$ cat src/rtl/cache_req_arbiter.sv
// Round-robin front end sharing one cache controller port between a fetch and a load/store requester.
// One transaction in flight at a time; a WAIT-state timeout returns an error response.
module cache_req_arbiter #(
    parameter int unsigned ADDR_W  = 32,
    parameter int unsigned DATA_W  = 64,
    parameter int unsigned TIMEOUT = 16
) (
    input  logic              clk,
    input  logic              rst,

    input  logic              req0_valid,
    input  logic              req0_wr,
    input  logic [ADDR_W-1:0] req0_addr,
    input  logic [DATA_W-1:0] req0_wdata,
    output logic              req0_ready,
    output logic              req0_rvalid,
    output logic              req0_hit,
    output logic              req0_err,

    input  logic              req1_valid,
    input  logic              req1_wr,
    input  logic [ADDR_W-1:0] req1_addr,
    input  logic [DATA_W-1:0] req1_wdata,
    output logic              req1_ready,
    output logic              req1_rvalid,
    output logic              req1_hit,
    output logic              req1_err,

    output logic [DATA_W-1:0] rd_data,

    output logic              c_rd_en,
    output logic              c_wr_en,
    output logic [ADDR_W-1:0] c_addr,
    output logic [DATA_W-1:0] c_wr_data,
    input  logic              c_done,
    input  logic              c_hit,
    input  logic [DATA_W-1:0] c_rd_data
);

    localparam logic [1:0] StIdle  = 2'd0;
    localparam logic [1:0] StIssue = 2'd1;
    localparam logic [1:0] StWait  = 2'd2;
    localparam logic [1:0] StResp  = 2'd3;

    localparam logic [7:0] CntLast = 8'(TIMEOUT - 1);

    logic [1:0]        state_q, state_d;
    logic              last_grant_q, last_grant_d;
    logic              id_q, id_d;
    logic              wr_q, wr_d;
    logic [ADDR_W-1:0] addr_q, addr_d;
    logic [DATA_W-1:0] wdata_q, wdata_d;
    logic [7:0]        cnt_q, cnt_d;
    logic              hit_q, hit_d;
    logic              err_q, err_d;
    logic [DATA_W-1:0] data_q, data_d;

    logic win_valid;
    logic win_id;
    logic is_idle;
    logic is_resp;

    assign is_idle   = (state_q == StIdle);
    assign is_resp   = (state_q == StResp);
    assign win_valid = req0_valid | req1_valid;
    // On a tie the requester that did not win last time gets the grant.
    assign win_id    = (req0_valid && req1_valid) ? ~last_grant_q : req1_valid;

    always_comb begin
        state_d      = state_q;
        last_grant_d = last_grant_q;
        id_d         = id_q;
        wr_d         = wr_q;
        addr_d       = addr_q;
        wdata_d      = wdata_q;
        cnt_d        = cnt_q;
        hit_d        = hit_q;
        err_d        = err_q;
        data_d       = data_q;
        case (state_q)
            StIdle: begin
                if (win_valid) begin
                    id_d         = win_id;
                    last_grant_d = win_id;
                    wr_d         = win_id ? req1_wr    : req0_wr;
                    addr_d       = win_id ? req1_addr  : req0_addr;
                    wdata_d      = win_id ? req1_wdata : req0_wdata;
                    state_d      = StIssue;
                end
            end
            StIssue: begin
                cnt_d   = '0;
                state_d = StWait;
            end
            StWait: begin
                // Completion on the terminal count beats the timeout.
                if (c_done) begin
                    hit_d   = c_hit;
                    err_d   = 1'b0;
                    data_d  = wr_q ? '0 : c_rd_data;
                    state_d = StResp;
                end else if (cnt_q == CntLast) begin
                    hit_d   = 1'b0;
                    err_d   = 1'b1;
                    data_d  = '0;
                    state_d = StResp;
                end else begin
                    cnt_d = cnt_q + 8'd1;
                end
            end
            StResp: begin
                state_d = StIdle;
            end
            default: state_d = StIdle;
        endcase
    end

    always_ff @(posedge clk) begin
        if (rst) begin
            state_q      <= StIdle;
            last_grant_q <= 1'b1;
            id_q         <= 1'b0;
            wr_q         <= 1'b0;
            addr_q       <= '0;
            wdata_q      <= '0;
            cnt_q        <= '0;
            hit_q        <= 1'b0;
            err_q        <= 1'b0;
            data_q       <= '0;
        end else begin
            state_q      <= state_d;
            last_grant_q <= last_grant_d;
            id_q         <= id_d;
            wr_q         <= wr_d;
            addr_q       <= addr_d;
            wdata_q      <= wdata_d;
            cnt_q        <= cnt_d;
            hit_q        <= hit_d;
            err_q        <= err_d;
            data_q       <= data_d;
        end
    end

    always_comb begin
        req0_ready  = is_idle && win_valid && !win_id;
        req1_ready  = is_idle && win_valid &&  win_id;
        req0_rvalid = is_resp && !id_q;
        req1_rvalid = is_resp &&  id_q;
        req0_hit    = req0_rvalid && hit_q;
        req0_err    = req0_rvalid && err_q;
        req1_hit    = req1_rvalid && hit_q;
        req1_err    = req1_rvalid && err_q;
        rd_data     = is_resp ? data_q : '0;
        c_rd_en     = (state_q == StIssue) && !wr_q;
        c_wr_en     = (state_q == StIssue) &&  wr_q;
        c_addr      = addr_q;
        c_wr_data   = wdata_q;
    end

endmodule
$ cat config.mk
export PLATFORM = sky130hd
export DESIGN_NAME = cache_req_arbiter
export DESIGN_NICKNAME = d
export VERILOG_FILES = /design/src/rtl/cache_req_arbiter.sv
export SDC_FILE = /design/constraint.sdc
export NUM_CORES = 1
export LEC_CHECK = 0
export CORE_AREA = 2 2 171 173
export DETAILED_ROUTE_END_ITERATION = 7
export DIE_AREA = 0 0 173 175
export GPL_ROUTABILITY_DRIVEN = 0
export SYNTH_ARGS = -nofsm -noshare
export SYNTH_HDL_FRONTEND = slang
export SYNTH_SLANG_ARGS = --single-unit
$ cat constraint.sdc
create_clock -name clk -period 2.05 [get_ports clk]
set_clock_uncertainty 0.05 [all_clocks]
set_input_delay 0.5125 -clock clk [delete_from_list [all_inputs] [get_ports clk]]
set_output_delay 0.5125 -clock clk [all_outputs]
set_load 0.005 [all_outputs]
==> results by group, run 1 <==
Synth
  • Syn Inst Count: 782
  • #FFs+latches synth: 175
  • Synth warn: 0
  • Syn nets: 1051
  • Synthesized area per cell: 9.533 um^2
  • Sequential area share after synthesis: 47.00%
  • Synth unique cells: 37
  • Synthesized area: 7455 um^2

Route
  • Antenna Violating Nets Remaining: 0
  • Total Wirelength: 30890 um
  • DRT iter0 DRCs: 667
  • Via count: 7721
  • Remaining DRCs: 3
  • Vias/cell: 4.769
  • TritonRoute pass-1 iters: 8
  • Routed length per instance: 19.08 um

Placed design
  • DP Worst Slack: -0.3983 ns
  • Placed wire-length estimate: 21690 um
  • Port Buf Inserts: 433
  • Placed Area: 12410 um^2
  • Dpl cells: 1571

Clock network
  • CTS Buffer Depth: 2
  • Clock sinks: 175
  • Hold buffers post-CTS: 0
  • H-Tree Depth: 4
  • CTS root buf: clkbuf_16
  • CTS tree: built
  • Num CTS Buffers: 17
  • Clk_lat worst skew: 0.42 ns
  • Clk pin slew, worst setup/hold paths: 0.09 ns

Worst setup path
  • Crit path max-delay family: flip-flops
  • Critical Path Fanout Max: 7
  • Slowest cell on the critical path: dfxtp_4
  • Critical R2R Capture: c_wr_data[32]
  • Cell breakdown of the critical path: ha_4 > buf_12 > nor2b_4 > and2_4 > buf_6
  • CP endpoint kind: output port
  • R2R Path Start: state_q[0]
  • R2R Setup Slk: 0.18 ns
  • CP arrival: 1.59 ns
  • Worst path required time: 1.49 ns
  • Critical Path Max Stage Delay: 0.38 ns
  • R2R cell count: 8
  • Critical path class: reg2out
  • Buffer and inverter count on the worst path: 2
  • Nature of the critical path startpoint: flip-flop

STA
  • Worst hold slack: 0.4240 ns
  • RSZ-0062 raised after global routing: true
  • Tightest Pin Transition: 0.3984 ns
  • Setup TNS: -1.759 ns
  • Final period util: 104.8%
  • Max Transition Viols Final: 0
  • Final setup vio count: 56
  • Final min period: 2.148 ns
  • Worst Setup Slack, final: -0.09781 ns
  • Max Freq: 0.4656 GHz
  • Slew headroom: 73.40%
  • Fin. Hold Viols: 0

Job
  • Maxcap violations: 0

Floorplanning
  • # rows: 62
  • Core Box Area: 28390 um^2
  • I/O pin count: 434
  • Starting Density: 26.26%
  • Die ar.: 30280 um^2
  • Die Y: 175 um
  • Die width: 173 um

Power and ir drop
  • Power per Cell Area: 921.2 nW/um^2
  • Leak Pwr: 5.090 nW
  • VDD IR max: 543.0 uV

Min path
  • Beginning of the worst hold path: rst
  • WHS Endpoint: c_addr[29]
  • WHS Path Cells: 2
  • Hold Path Class: in2reg

Global routing
  • Most Crowded Layer GR: met2
  • GR Util met2: 32.55%
  • Grt met1 use: 23.90%
  • Total congestion overflow: 0
  • GR Util met3: 7.093%
  • Largest net degree at the start of global routing: 86
  • First-pass GRT wire length: 46820 um
  • Initial antenna violation count: 6
  • GRT Total Usage: 19.60%
  • Number of global-route vias before repair: 7867

Run status
  • Failing checks: DRC, setup timing
  • Status: complete, but fails checks

Layout
  • Fin cells: 1619
  • Area Growth Syn to Fin: 81.87%
  • Finished layout cell area: 13560 um^2
  • Most common cell after layout, fill and taps aside: clkdlybuf4s50_1
  • Commonest cells after routing, fill and taps aside: clkdlybuf4s50_1, dfxtp_1, nor2_1, a222oi_1, buf_6
  • Nets: 1485
  • Layout cells sized above 1: 19.69%
-- per-layer routing --
metal | routed length [um] | vias up
met5 | 0 | -
met4 | 401 | 0
met1 | 12760 | 3671
li1 | - | 3703
met2 | 15120 | 328
met3 | 2616 | 19
-- layout make-up --
type                            instances  area, um^2
Multi-Input combinational cell        531        3811
Antenna cell                            6       15.01
Clock buffer                           17       425.4
Clock inverter                         15       216.5
Sequential cell                       175        3508
Tap cell                              384       480.5
Timing Repair Buffer                  488        5090
Fill cell                            2752       14830
Inverter                                3       11.26
-- registers in the layout, summed over array words and instances (netlist names) --
register / cells
c_addr: 32
c_wr_data: 64
cnt_q: 8
data_q: 64
err_q: 1
hit_q: 1
id_q: 1
last_grant_q: 1
state_q: 2
wr_q: 1
-- power breakdown --
| part | internal (W) | total [W] | switching [W] |
|---|---|---|---|
| clock network | 0.00190 | 0.00358 | 0.00168 |
| registers | 0.00403 | 0.00444 | 0.000402 |
| logic | 0.00254 | 0.00448 | 0.00194 |
-- cells in the mapped netlist --
| library cell | instances | area share [%] |
|---|---|---|
| a211o_1 | 1 | 0.12 |
| a211oi_1 | 1 | 0.10 |
| a21oi_1 | 9 | 0.60 |
| a222oi_1 | 97 | 13 |
| a31oi_1 | 1 | 0.084 |
| and2_1 | 68 | 5.7 |
| and2b_1 | 1 | 0.10 |
| and3_1 | 3 | 0.25 |
| buf_1 | 2 | 0.10 |
| buf_12 | 5 | 1.3 |
| buf_2 | 14 | 0.94 |
| buf_4 | 2 | 0.20 |
| clkbuf_1 | 50 | 2.5 |
| dfxtp_1 | 175 | 47 |
| ha_1 | 5 | 0.84 |
| inv_1 | 3 | 0.15 |
| mux2i_1 | 65 | 8.7 |
| nand2_1 | 70 | 3.5 |
| nand2b_1 | 71 | 6.0 |
| nand3_1 | 5 | 0.34 |
| nand3b_1 | 4 | 0.40 |
| nand4b_1 | 4 | 0.47 |
| nor2_1 | 104 | 5.2 |
| nor2b_1 | 3 | 0.25 |
| nor3_1 | 2 | 0.13 |
| nor3b_1 | 1 | 0.10 |
| nor4_4 | 1 | 0.29 |
| o211ai_1 | 2 | 0.20 |
| o21a_1 | 2 | 0.20 |
| o21ai_1 | 2 | 0.13 |
| o21ai_2 | 1 | 0.12 |
| o311ai_1 | 1 | 0.12 |
| o31ai_1 | 1 | 0.10 |
| or2_2 | 1 | 0.084 |
| or4_1 | 3 | 0.30 |
| xnor2_1 | 1 | 0.12 |
| xor2_1 | 1 | 0.12 |
-- kinds of logic after synthesis --
family                     synth area share [%]
AOI/OAI and AO/OA                         14.80
xor gates and xnor gates                 0.2350
adders and majority gates                0.8392
buffers and inverters                     5.253
DFF                                       47.00
muxes                                     8.728
and+or+nand+nor                           23.15
-- worst max path at each step --
stage / from / to / slack [ns] / cells after the start
5_1_grt: state_q[0] / req0_hit / -0.19 / 5
3_5_place_dp: req1_valid / c_wr_data[61] / -0.40 / 7
6_report: state_q[0] / req0_hit / -0.1 / 5
3_3_place_gp: req1_valid / c_wr_data[58] / -0.41 / 7
2_1_floorplan: state_q[0] / req0_ready / 0.22 / 5
4_1_cts: state_q[0] / rd_data[9] / -0.21 / 7
-- worst reg2reg max path: cells and delay by family, from the launching register on --
| kind | cells | cell delay (ns) |
|---|---|---|
| flops | 1 | 0.36 |
| compound gates | 2 | 0.28 |
| buf+inv | 3 | 0.74 |
| simple gates | 2 | 0.20 |
| fa+ha+maj | 1 | 0.17 |
-- through the flow --
step,power [W],util [%]
global route,0.01317,47.75
floorplan,0.006297,-
global placement,0.008720,43.71
detailed placement,0.008721,43.71
CTS,0.01259,47.04
finish,0.01249,47.75
-- what timing repair did --
action,4_1_cts,5_1_grt
gates resized for setup,417,49
setup endpoints to repair,99,110
pin swaps,54,13
setup buffers,7,0
gates cloned,5,0
(Power assumes the default switching activity.)
==> inputs of run 2 (changes only) <==
MAX_ROUTING_LAYER = met4   (was default)
==> results by group, run 2 (same netlist as run 1, synthesis figures left out) <==
Clock network
  • Clock sinks: 175
  • CTS tree: built
  • H-Tree Depth: 4
  • Num CTS Buffers: 17
  • Clk pin slew, worst setup/hold paths: 0.09 ns
  • Clk_lat worst skew: 0.42 ns
  • CTS Buffer Depth: 2
  • CTS root buf: clkbuf_16

Global routing
  • GRT Total Usage: 20.15%
  • Number of global-route vias before repair: 7904
  • Total congestion overflow: 0
  • Initial antenna violation count: 6
  • Largest net degree at the start of global routing: 86
  • First-pass GRT wire length: 46620 um

Power and ir drop
  • Leak Pwr: 5.090 nW
  • Clock power share: 28.7%
  • Switching Power: 0.004025 W
  • Internal Power: 0.008471 W
  • Power per Cell Area: 921.7 nW/um^2
  • Flop pwr share: 35.5%
  • Comb power frac: 35.8%
  • Switching part of the total: 32.21%
  • VDD IR max: 543.4 uV

STA
  • Slew headroom: 73.46%
  • Worst hold slack: 0.4244 ns
  • Max Freq: 0.4650 GHz
  • RSZ-0062 raised after global routing: true
  • Final setup vio count: 57
  • Tightest Pin Transition: 0.3975 ns
  • Final period util: 104.9%
  • Fin. Hold Viols: 0
  • Max Transition Viols Final: 0
  • Worst Setup Slack, final: -0.1005 ns
  • Final min period: 2.151 ns

Run status
  • Failing checks: setup timing
  • Status: complete, but fails checks

Floorplanning
  • # rows: 62
  • Core Box Area: 28390 um^2
  • Die ar.: 30280 um^2
  • Starting Density: 26.26%
  • Die Y: 175 um
  • I/O pin count: 434
  • Die width: 173 um

Route
  • Total Wirelength: 30850 um
  • TritonRoute pass-1 iters: 6
  • Antenna Violating Nets Remaining: 0
  • Via count: 7706
  • DRT iter0 DRCs: 642
  • Remaining DRCs: 0
  • Vias/cell: 4.760
  • Routed length per instance: 19.05 um

Worst setup path
  • R2R Path Start: state_q[0]
  • Critical Path Max Stage Delay: 0.38 ns
  • Slowest cell on the critical path: dfxtp_4
  • Nature of the critical path startpoint: flip-flop
  • Worst path required time: 1.49 ns
  • CP Launch Point: state_q[0]
  • Critical Path Fanout Max: 7
  • Critical path class: reg2out
  • CP arrival: 1.59 ns
  • R2R cell count: 8
  • Cell breakdown of the critical path: ha_4 > buf_12 > nor2b_4 > and2_4 > buf_6
  • CP endpoint kind: output port
  • R2R Setup Slk: 0.18 ns
  • Critical R2R Capture: c_wr_data[51]
  • Worst Setup EP: req0_hit

Layout
  • Nets: 1485
  • Most common cell after layout, fill and taps aside: clkdlybuf4s50_1
  • Fill count: 2752
  • Layout cells sized above 1: 19.69%
  • Area Growth Syn to Fin: 81.87%
  • Commonest cells after routing, fill and taps aside: clkdlybuf4s50_1, dfxtp_1, nor2_1, a222oi_1, buf_6
  • Finished layout cell area: 13560 um^2

Placed design
  • Port Buf Inserts: 433
  • DP Worst Slack: -0.3983 ns
  • Placed Area: 12410 um^2
  • Placed wire-length estimate: 21690 um

Min path
  • Hold Path Class: in2reg

Job
  • Maxcap violations: 0
run 2: cell counts in the layout (fill, tap and decap cells not counted):
Identical to the previous run, type by type.
run 2: critical path: cells and delay by family, from the launching register on:
family	cells	cell delay, ns
adder cells (fa/ha/maj)	1	0.23
flip-flops	1	0.38
AND/OR/NAND/NOR	2	0.33
buffers and inverters	2	0.23
run 2: timing repair:
action / in CTS / in global routing
endpoints found under the hold margin: 0 / 0
hold buffers: 0 / 0
pin swaps: 54 / 13
setup buffers: 7 / 0
setup endpoints to repair: 99 / 109
gates resized for setup: 417 / 49
cloned: 5 / 0
run 2: worst min path at each step:
stage	start	endpoint	slack [ns]	cells after the start
floorplan	data_q[10]	data_q[10]	0.39	2
global placement	data_q[19]	data_q[19]	0.40	2
detailed placement	data_q[22]	data_q[22]	0.41	2
CTS	rst	c_wr_data[33]	0.42	2
global route	rst	c_addr[31]	0.43	2
finish	rst	c_addr[29]	0.42	2
run 2: per-layer routing:
layer / up-vias / wire length, um / GRT usage (%)
met2: 320 / 15110 / 32.58
met5: - / 0 / -
li1: 3706 / - / -
met3: 22 / 2357 / 6.397
met4: 0 / 393 / 5.473
met1: 3658 / 12990 / 24.21
run 2: layout make-up:
type | instances | area, um^2 | area share [%]
diodes | 6 | 15.01 | 0.1107
inverters | 3 | 11.26 | 0.08306
multi-input cells | 531 | 3811 | 28.11
clock inverters | 15 | 216.5 | 1.597
flip-flops and latches | 175 | 3508 | 25.88
well taps | 384 | 480.5 | 3.544
clock buffers | 17 | 425.4 | 3.138
repair buffers | 488 | 5090 | 37.54
run 2: per-stage QoR:
stage	instances	TNS [ns]	total power (W)	util, %
6_report	1619	-1.851	0.01250	47.75
5_1_grt	1619	-6.596	0.01316	47.75
4_1_cts	1615	-9.200	0.01259	47.04
3_5_place_dp	1571	-31.37	0.008721	43.71
3_3_place_gp	1571	-32.87	0.008720	43.71
2_1_floorplan	782	0	0.006297	-
run 2: power groups by stage:
stage                     Clock [W]  Combinational, W  Sequential (W)
after floorplan                   0           0.00185         0.00445
after global placement            0           0.00425         0.00447
after detailed placement          0           0.00426         0.00446
after CTS                   0.00369           0.00447         0.00442
after global routing        0.00382           0.00483         0.00451
final                       0.00358           0.00448         0.00444
==> inputs of run 3 (changes only) <==
REMOVE_ABC_BUFFERS = 1   (was default)
==> results by group, run 3 (same netlist as run 1, synthesis figures left out) <==
Run status
  • Status: complete, but fails checks
  • Failing checks: DRC, setup timing

STA
  • Worst hold slack: 0.4230 ns
  • Final period util: 107.7%
  • Max Freq: 0.4528 GHz
  • Max Transition Viols Final: 0
  • Final min period: 2.208 ns
  • Setup TNS: -4.699 ns
  • Fin. Hold Viols: 0
  • Slew headroom: 74.79%
  • RSZ-0062 raised after global routing: true
  • Tightest Pin Transition: 0.3781 ns
  • Final setup vio count: 47
  • Worst Setup Slack, final: -0.1582 ns

Clock network
  • Num CTS Buffers: 17
  • Clk pin slew, worst setup/hold paths: 0.07 ns
  • CTS tree: built
  • CTS root buf: clkbuf_16
  • Clk_lat worst skew: 0.44 ns
  • Clock sinks: 175
  • H-Tree Depth: 4
  • CTS Buffer Depth: 2

Power and ir drop
  • Power per Cell Area: 927.4 nW/um^2
  • Leak Pwr: 5.255 nW
  • VDD IR max: 586.9 uV

Layout
  • Area Growth Syn to Fin: 86.15%
  • Finished layout cell area: 13880 um^2
  • Nets: 1507
  • Most common cell after layout, fill and taps aside: clkdlybuf4s50_1
  • Layout cells sized above 1: 21.34%
  • Commonest cells after routing, fill and taps aside: clkdlybuf4s50_1, dfxtp_1, nor2_1, a222oi_1, buf_6

Route
  • DRT iter0 DRCs: 675
  • TritonRoute pass-1 iters: 8
  • Antenna Violating Nets Remaining: 0
  • Via count: 7919
  • Vias/cell: 4.829
  • Total Wirelength: 33050 um
  • Routed length per instance: 20.15 um
  • Remaining DRCs: 2

Placed design
  • Placed wire-length estimate: 22500 um
  • DP Worst Slack: -0.3114 ns
  • Port Buf Inserts: 433
  • Placed Area: 12510 um^2

Worst setup path
  • CP arrival: 1.65 ns
  • Critical Path Max Stage Delay: 0.34 ns
  • Critical Path Fanout Max: 6
  • Slowest cell on the critical path: dfxtp_2
  • Cell breakdown of the critical path: ha_4 > buf_12 > buf_8 > buf_16 > and2_4 > buf_6
  • CP endpoint kind: output port
  • Critical path class: reg2out
  • Nature of the critical path startpoint: flip-flop
  • Worst path required time: 1.49 ns
  • R2R Path Start: state_q[1]
  • CP Launch Point: state_q[1]

Floorplanning
  • # rows: 62
  • Die width: 173 um
  • Die ar.: 30280 um^2
  • Starting Density: 26.26%
  • Die Y: 175 um
  • I/O pin count: 434
  • Core Box Area: 28390 um^2

Global routing
  • First-pass GRT wire length: 48400 um
  • Initial antenna violation count: 5
  • GRT Total Usage: 21.36%
  • Number of global-route vias before repair: 8060
  • Total congestion overflow: 0
  • Largest net degree at the start of global routing: 97

Min path
  • Hold Path Class: reg2reg
  • Beginning of the worst hold path: data_q[51]

Job
  • Maxcap violations: 0
## run 3: worst paths after layout
kind	cells after the start	slack (ns)	to
worst max-delay path	6	-0.16	rd_data[28]
worst min-delay path	2	0.42	data_q[51]
worst max register to register	10	0.10	c_wr_data[5]
worst min register to register	2	0.42	data_q[51]
## run 3: stage by stage
stage	instances	total power (W)	util (%)
floorplan	709	0.006097	-
detailed placement	1576	0.008857	44.06
global route	1640	0.01352	48.88
finish	1640	0.01287	48.88
global placement	1576	0.008851	44.06
CTS	1632	0.01278	47.92
## run 3: worst max-delay path, delay by kind of cell, from the launching register on
kind / cells / cell delay, ns
buffers and inverters: 4 / 0.52
flip-flops: 1 / 0.34
adder cells (fa/ha/maj): 1 / 0.19
AND/OR/NAND/NOR: 1 / 0.15
## run 3: layout make-up
type	instances	area, um^2
Antenna cell	5	12.51
Clock buffer	19	452.9
Clock inverter	13	151.4
Fill cell	2671	14520
Inverter	3	16.27
Multi-Input combinational cell	531	3836
Sequential cell	175	3506
Tap cell	384	480.5
Timing Repair Buffer	510	5421
## run 3: repair_timing
item / in CTS / in global routing
hold buffers: 0 / 0
gates cloned: 8 / 2
buffers inserted: 16 / 6
endpoints found under the setup margin: 120 / 152
gates resized for setup: 415 / 56
pin swaps: 57 / 13
## run 3: routing by layer
metal / vias to the layer above / global-route usage, % / routed length (um)
li1: 3751 / - / -
met1: 3767 / 24.77 / 13310
met2: 367 / 33.50 / 15750
met3: 34 / 8.594 / 3319
met4: 0 / 7.415 / 675
met5: - / - / 0
## run 3: power breakdown
| group | internal [W] | total (W) | switching [W] |
|---|---|---|---|
| clock network | 0.00189 | 0.00345 | 0.00156 |
| registers | 0.00403 | 0.00445 | 0.000415 |
| logic | 0.00284 | 0.00497 | 0.00213 |
